File: src/rtl/muldiv_sequencer_if.sv
// Handshake and data bundle between the EX stage (master) and the
// RV32M multiply/divide sequencer (slave).
interface muldiv_sequencer_if #(
    parameter int XLEN = 32
);
    logic            start;
    logic [2:0]      func3;
    logic [XLEN-1:0] op_a;
    logic [XLEN-1:0] op_b;
    logic            flush;
    logic            stall;
    logic            busy;
    logic            result_valid;
    logic [XLEN-1:0] result;

    // EX side: issues the M-op and consumes stall/result.
    modport master (
        output start, func3, op_a, op_b, flush,
        input  stall, busy, result_valid, result
    );

    // Sequencer side.
    modport slave (
        input  start, func3, op_a, op_b, flush,
        output stall, busy, result_valid, result
    );
endinterface

File: src/rtl/muldiv_sequencer.sv
// Multi-cycle RV32M sequencer beside the EX-stage ALU: a two-cycle
// registered multiply and a 32-iteration restoring divide, holding the
// pipeline with a combinational stall until the one-cycle result pulse.
module muldiv_sequencer #(
    parameter int XLEN = 32
) (
    input logic               clk,
    input logic               rst,
    muldiv_sequencer_if.slave bus
);

    typedef enum logic [2:0] {
        IDLE,
        MUL,
        DIV,
        FIX,
        DONE
    } state_t;

    localparam logic [XLEN-1:0] INT_MIN = {1'b1, {(XLEN-1){1'b0}}};

    state_t          state;
    logic [2:0]      op_q;      // captured func3
    logic [XLEN-1:0] a_q;       // multiplicand, or dividend/quotient shift register
    logic [XLEN-1:0] b_q;       // multiplier, or divisor magnitude
    logic [XLEN-1:0] rem_q;     // partial remainder
    logic [5:0]      cnt;       // divide iterations left
    logic            neg_q;     // negate the divide result in FIX
    logic [XLEN-1:0] result_q;
    logic            valid_q;
    logic            busy_q;

    // Operand decode at acceptance time (func3[0] = 0 means a signed divide).
    logic            div_signed;
    logic            a_neg;
    logic            b_neg;
    logic            div_zero;
    logic            div_ovf;
    logic [XLEN-1:0] a_mag;
    logic [XLEN-1:0] b_mag;

    assign div_signed = ~bus.func3[0];
    assign a_neg      = bus.op_a[XLEN-1];
    assign b_neg      = bus.op_b[XLEN-1];
    assign div_zero   = (bus.op_b == '0);
    assign div_ovf    = div_signed && (bus.op_a == INT_MIN) && (bus.op_b == '1);
    assign a_mag      = (div_signed && a_neg) ? -bus.op_a : bus.op_a;
    assign b_mag      = (div_signed && b_neg) ? -bus.op_b : bus.op_b;

    // Multiply: sign-extend each operand to 2*XLEN as the op requires; the
    // low 2*XLEN bits of an unsigned product of those are the exact result.
    logic              mul_a_sign;
    logic              mul_b_sign;
    logic [2*XLEN-1:0] mul_a_ext;
    logic [2*XLEN-1:0] mul_b_ext;
    logic [2*XLEN-1:0] prod;
    logic [XLEN-1:0]   mul_res;

    assign mul_a_sign = ((op_q == 3'b001) || (op_q == 3'b010)) && a_q[XLEN-1];
    assign mul_b_sign = (op_q == 3'b001) && b_q[XLEN-1];
    assign mul_a_ext  = {{XLEN{mul_a_sign}}, a_q};
    assign mul_b_ext  = {{XLEN{mul_b_sign}}, b_q};
    assign prod       = mul_a_ext * mul_b_ext;
    assign mul_res    = (op_q == 3'b000) ? prod[XLEN-1:0] : prod[2*XLEN-1:XLEN];

    // Restoring divide step: the shifted remainder is one bit wider than the
    // divisor, and the borrow out of the XLEN+1 bit subtract is the compare.
    logic [XLEN:0]   rem_shift;
    logic [XLEN:0]   diff;
    logic            q_bit;
    logic [XLEN-1:0] fix_src;
    logic [XLEN-1:0] fix_res;

    assign rem_shift = {rem_q, a_q[XLEN-1]};
    assign diff      = rem_shift - {1'b0, b_q};
    assign q_bit     = ~diff[XLEN];
    assign fix_src   = op_q[1] ? rem_q : a_q;
    assign fix_res   = neg_q ? -fix_src : fix_src;

    // Sequencer FSM with registered result, result_valid and busy.
    // NOTE: every register here is written with <= so all of them update
    // together from the values present before the edge.
    always_ff @(posedge clk or posedge rst) begin
        if (rst) begin
            state    <= IDLE;
            op_q     <= '0;
            a_q      <= '0;
            b_q      <= '0;
            rem_q    <= '0;
            cnt      <= '0;
            neg_q    <= 1'b0;
            result_q <= '0;
            valid_q  <= 1'b0;
            busy_q   <= 1'b0;
        end else if (bus.flush) begin
            state   <= IDLE;
            valid_q <= 1'b0;
            busy_q  <= 1'b0;
        end else begin
            case (state)
                IDLE: begin
                    valid_q <= 1'b0;
                    if (bus.start) begin
                        op_q   <= bus.func3;
                        rem_q  <= '0;
                        cnt    <= 6'(XLEN - 1);
                        neg_q  <= 1'b0;
                        busy_q <= 1'b1;
                        if (!bus.func3[2]) begin
                            a_q   <= bus.op_a;
                            b_q   <= bus.op_b;
                            state <= MUL;
                        end else if (div_zero) begin
                            result_q <= bus.func3[1] ? bus.op_a : '1;
                            valid_q  <= 1'b1;
                            state    <= DONE;
                        end else if (div_ovf) begin
                            result_q <= bus.func3[1] ? '0 : INT_MIN;
                            valid_q  <= 1'b1;
                            state    <= DONE;
                        end else begin
                            a_q   <= a_mag;
                            b_q   <= b_mag;
                            neg_q <= div_signed && (bus.func3[1] ? a_neg : (a_neg ^ b_neg));
                            state <= DIV;
                        end
                    end
                end
                MUL: begin
                    result_q <= mul_res;
                    valid_q  <= 1'b1;
                    state    <= DONE;
                end
                DIV: begin
                    a_q   <= {a_q[XLEN-2:0], q_bit};
                    rem_q <= q_bit ? diff[XLEN-1:0] : rem_shift[XLEN-1:0];
                    cnt   <= cnt - 6'd1;
                    if (cnt == 6'd0) begin
                        state <= FIX;
                    end
                end
                FIX: begin
                    result_q <= fix_res;
                    valid_q  <= 1'b1;
                    state    <= DONE;
                end
                DONE: begin
                    // A start still high here belongs to the retiring op.
                    valid_q <= 1'b0;
                    busy_q  <= 1'b0;
                    state   <= IDLE;
                end
                default: begin
                    valid_q <= 1'b0;
                    busy_q  <= 1'b0;
                    state   <= IDLE;
                end
            endcase
        end
    end

    // Stall is combinational so EX freezes in the very cycle it presents the op;
    // reset and flush both force it low.
    assign bus.stall        = bus.start && !valid_q && !bus.flush && !rst;
    assign bus.busy         = busy_q;
    assign bus.result_valid = valid_q;
    assign bus.result       = result_q;

endmodule

File: src/flat_wrapper.sv
// flat-port wrapper written by rule: the top's interface ports become plain ports
module muldiv_sequencer_flat 
#(
    parameter int XLEN = 32
)
  (clk, rst, bus_start, bus_func3, bus_op_a, bus_op_b, bus_flush, bus_stall, bus_busy, bus_result_valid, bus_result);
  muldiv_sequencer_if #(.XLEN(XLEN)) bus_i ();
  input logic clk;
  input logic rst;
  input wire logic [$bits(bus_i.start)-1:0] bus_start;
  input wire logic [$bits(bus_i.func3)-1:0] bus_func3;
  input wire logic [$bits(bus_i.op_a)-1:0] bus_op_a;
  input wire logic [$bits(bus_i.op_b)-1:0] bus_op_b;
  input wire logic [$bits(bus_i.flush)-1:0] bus_flush;
  output wire logic [$bits(bus_i.stall)-1:0] bus_stall;
  output wire logic [$bits(bus_i.busy)-1:0] bus_busy;
  output wire logic [$bits(bus_i.result_valid)-1:0] bus_result_valid;
  output wire logic [$bits(bus_i.result)-1:0] bus_result;
  assign bus_i.start = bus_start;
  assign bus_i.func3 = bus_func3;
  assign bus_i.op_a = bus_op_a;
  assign bus_i.op_b = bus_op_b;
  assign bus_i.flush = bus_flush;
  assign bus_stall = bus_i.stall;
  assign bus_busy = bus_i.busy;
  assign bus_result_valid = bus_i.result_valid;
  assign bus_result = bus_i.result;
  muldiv_sequencer #(.XLEN(XLEN)) u_core (.clk(clk), .rst(rst), .bus(bus_i));
endmodule
File: config.mk
export PLATFORM = sky130hd
export DESIGN_NAME = muldiv_sequencer_flat
export DESIGN_NICKNAME = d
export VERILOG_FILES = /design/src/rtl/muldiv_sequencer_if.sv /design/src/rtl/muldiv_sequencer.sv /design/src/flat_wrapper.sv
export SDC_FILE = /design/constraint.sdc
export NUM_CORES = 2
export LEC_CHECK = 0
export ABC_AREA = 1
export CORE_MARGIN = 2
export CORE_UTILIZATION = 60
export CTS_BUF_LIST = sky130_fd_sc_hd__clkbuf_4
export DETAILED_ROUTE_END_ITERATION = 8
export GPL_ROUTABILITY_DRIVEN = 0
export PLACE_DENSITY = 0.87
export SLEW_MARGIN = 25
export SYNTH_ARGS = -nofsm -noshare
export SYNTH_HDL_FRONTEND = slang
export SYNTH_SLANG_ARGS = --single-unit
File: constraint.sdc
create_clock -name clk -period 9.85 [get_ports clk]
set_input_delay 1.97 -clock clk [delete_from_list [all_inputs] [get_ports clk]]
set_output_delay 1.97 -clock clk [all_outputs]
set_load 0.1 [all_outputs]
==> results.sh <==
export IMPL_outcome="finished, violations left"
export IMPL_violations="DRC"
export IMPL_crit_top_cell="inv_1"
export IMPL_rsz0062_at_grt="no"
export IMPL_worst_slew_pin_transition_ns=1.28
export IMPL_drc_errors=21
export IMPL_slew_violations=0
export IMPL_syn_cell_area_um2=52600
export IMPL_clock_root_buffer="clkbuf_4"
export IMPL_cts_tree="done"
export IMPL_worstPathArrival_ns=9.74
export IMPL_post_cts_setup_buffer_count=0
export IMPL_clock_fmax_ghz=0.109
export IMPL_cp_end_kind="flop"
export IMPL_wl_per_cell_um=20.6
export IMPL_fin_crit_ns=9.15
export IMPL_synth_cell_types=60
export IMPL_synth_edf_count=0
export IMPL_wl_um=168000
export IMPL_clkLatencyLatePin_ns=0.66
export IMPL_critPathSlowestCell="fa_2"
export IMPL_vias=47600
export IMPL_ys_seq_area_share_pct=6.80
export IMPL_grt_pass1_vias=50200
export IMPL_die_area_um2=90100
export IMPL_track_usage_pct=38.6
export IMPL_chipHeight_um=300
export IMPL_hp_class="reg -> reg"
export IMPL_syn_inst=7107
export IMPL_period_share_pct=92.9
export IMPL_antenna_found_initial=7
export IMPL_ant_nets=0
export IMPL_cp_start_kind="flop"
export IMPL_finalClockSkew_ns=0.0299
export IMPL_slowest_delay_ns=0.69
export IMPL_cts_hold_buf=0
export IMPL_worstHoldStart="u_core.bus.result_valid"
export IMPL_fp_row_count=108
export IMPL_portBuffers=105
export IMPL_ys_flop_type="dfrtp_1"
export IMPL_cts_resized=0
export IMPL_vias_per_cell=5.83
export IMPL_min_to="u_core.bus.result_valid"
export IMPL_min_delay_path_depth=2
export IMPL_syn_num_nets=8555
export IMPL_nets=8451
export IMPL_clock_path_buffers=2
export IMPL_grt_pass1_wl_um=268000
export IMPL_drt_initial_drc_count=6164
export IMPL_critPathKind="reg -> reg"
export IMPL_ys_ff_latch=143
export IMPL_cts_sinks=143
export IMPL_yosys_warnings=0
export IMPL_die_w_um=300
export IMPL_cts_buffers=17
export IMPL_avgSynthCellArea_um2=7.41
export IMPL_syn_to_final_growth_pct=4.27
export IMPL_drt_pre_antenna_iters=9
export IMPL_hpwl_um=137000
export IMPL_async_reset_ff_share_pct=100
export IMPL_hold_viol_final=0
export IMPL_setup_viol=0
export IMPL_core_um2=86900
export IMPL_drv_cap=0
export IMPL_worst_endpoint_required_ns=10.44
export IMPL_io_pins=106
export IMPL_grt_overflow=0
export IMPL_path_clk_slew_ns=0.16
export IMPL_cp_max_fo=18
export IMPL_reg2reg_depth=32
export IMPL_grt_max_degree=78
export IMPL_relSlewSlack_pct=14.9
export IMPL_final_layout_size_suffix_gt1_share_pct=3.65
export IMPL_tns_ns=0
export IMPL_reg2reg_slack_ns=0.70
export IMPL_initial_core_util_pct=60.6
export IMPL_h_tree_depth=4
export IMPL_timing_rr_end="u_core.bus.result[20]"
export IMPL_reg2reg_from="u_core.op_q[1]"
[worst max-delay path, delay by kind of cell, from the launching register on]
kind                     cells  cell delay, ns
AO/OA/AOI/OAI                1            0.15
flip-flops                   1            0.45
AND/OR/NAND/NOR             14            2.32
buffers and inverters        8            1.27
adder cells (fa/ha/maj)      9            4.90
[per-stage QoR]
step | instance area, µm² | hold WS [ns] | instances | util [%] | setup slack [ns]
6_report | 54900 | 0.554 | 8178 | 63.2 | 0.702
5_1_grt | 54900 | 0.565 | 8172 | 63.1 | 0.264
4_1_cts | 54800 | 0.542 | 8171 | 63.1 | 0.745
3_5_place_dp | 54600 | 0.509 | 8139 | 62.8 | 0.766
3_3_place_gp | 54600 | 0.499 | 8139 | 62.8 | 1.07
2_1_floorplan | 52600 | 0.477 | 7107 | - | 1.74
[routing by layer]
layer  wire length [µm]  global-route usage, %
met3              24700                   12.4
met2              73500                   58.8
met1              57300                   48.0
met4              12700                   23.7
met5                 13                      0
[cells by family (layout without fill, tap and decap cells)]
family | after synthesis | count (layout) | synth area share [%]
xor+xnor | 81 | 81 | 1.35
compound gates | 543 | 543 | 5.75
fa+ha+maj | 1377 | 1377 | 48.8
other cells | 0 | 7 | 0
simple gates | 2718 | 2718 | 21.0
flops | 143 | 143 | 6.80
buf+inv | 2245 | 2154 | 16.3
[worst max path at each step]
stage	from	end	slack, ns	cells past startpoint
2_1_floorplan	u_core.op_q[1]	u_core.bus.result[22]	1.74	35
3_3_place_gp	u_core.op_q[1]	u_core.bus.result[18]	1.07	33
3_5_place_dp	u_core.op_q[1]	u_core.bus.result[22]	0.77	32
4_1_cts	u_core.op_q[1]	u_core.bus.result[22]	0.74	32
5_1_grt	u_core.op_q[0]	u_core.bus.result[18]	0.26	31
6_report	u_core.op_q[1]	u_core.bus.result[20]	0.70	32
[flip-flops by register name, indices dropped and copies added (netlist names), 3 cells and up]
signal,flops
u_core.cnt,6
u_core.a_q,32
u_core.bus.result,32
u_core.rem_q,32
u_core.op_q,3
u_core.state,3
u_core.b_q,32
[Yosys cell counts, drive strengths merged, types with 4 or more instances]
library cell  instances  area [µm²]
a31oi                 8        50.1
nor2                425        1670
buf                  47         330
o22ai                16         100
nand4                45         294
a21o                 12        91.3
nor3                 35         190
a21boi               25         188
o32ai                 4        35.0
or2                  34         213
o21ai               269        1400
clkbuf              285        1070
xnor2                27         236
nor4                 14         109
a2bb2oi               4        35.0
a21oi               166         831
o21bai               16         120
o21a                  4        30.0
nand3               256        1320
inv                1911        7170
fa                 1126       22500
ha                  251        3140
nand2              1896        7150
nand3b               10        75.1
dfrtp               143        3580
o211ai               11        82.6
xor2                 54         473
[cell usage in the layout (no fill, tap or decap), drive strengths merged, types with 4 or more instances in the layout]
cell	count
a21boi	25
a21o	12
a21oi	166
a2bb2oi	4
a31oi	8
buf	105
clkbuf	17
clkdlybuf4s50	104
clkinv	6
clkinvlp	4
dfrtp	143
diode	7
fa	1126
ha	251
inv	1917
nand2	1896
nand3	256
nand3b	10
nand4	45
nor2	425
nor3	35
nor4	14
o211ai	11
o21a	4
o21ai	269
o21bai	16
o22ai	16
o32ai	4
or2	34
xnor2	27
xor2	54
[area by class of cell]
class	count	area, µm²
antenna	7	17.5
multi-input combinational	4719	40500
timing repair buffer	209	1840
clock buffer	17	128
clock inverter	15	155
inverter	1913	7190
sequential	143	3600
tap	1155	1450
fill	7056	32000
Power is not shown: default switching activity piles up to over one toggle a cycle in this logic, so the estimate is an artifact.
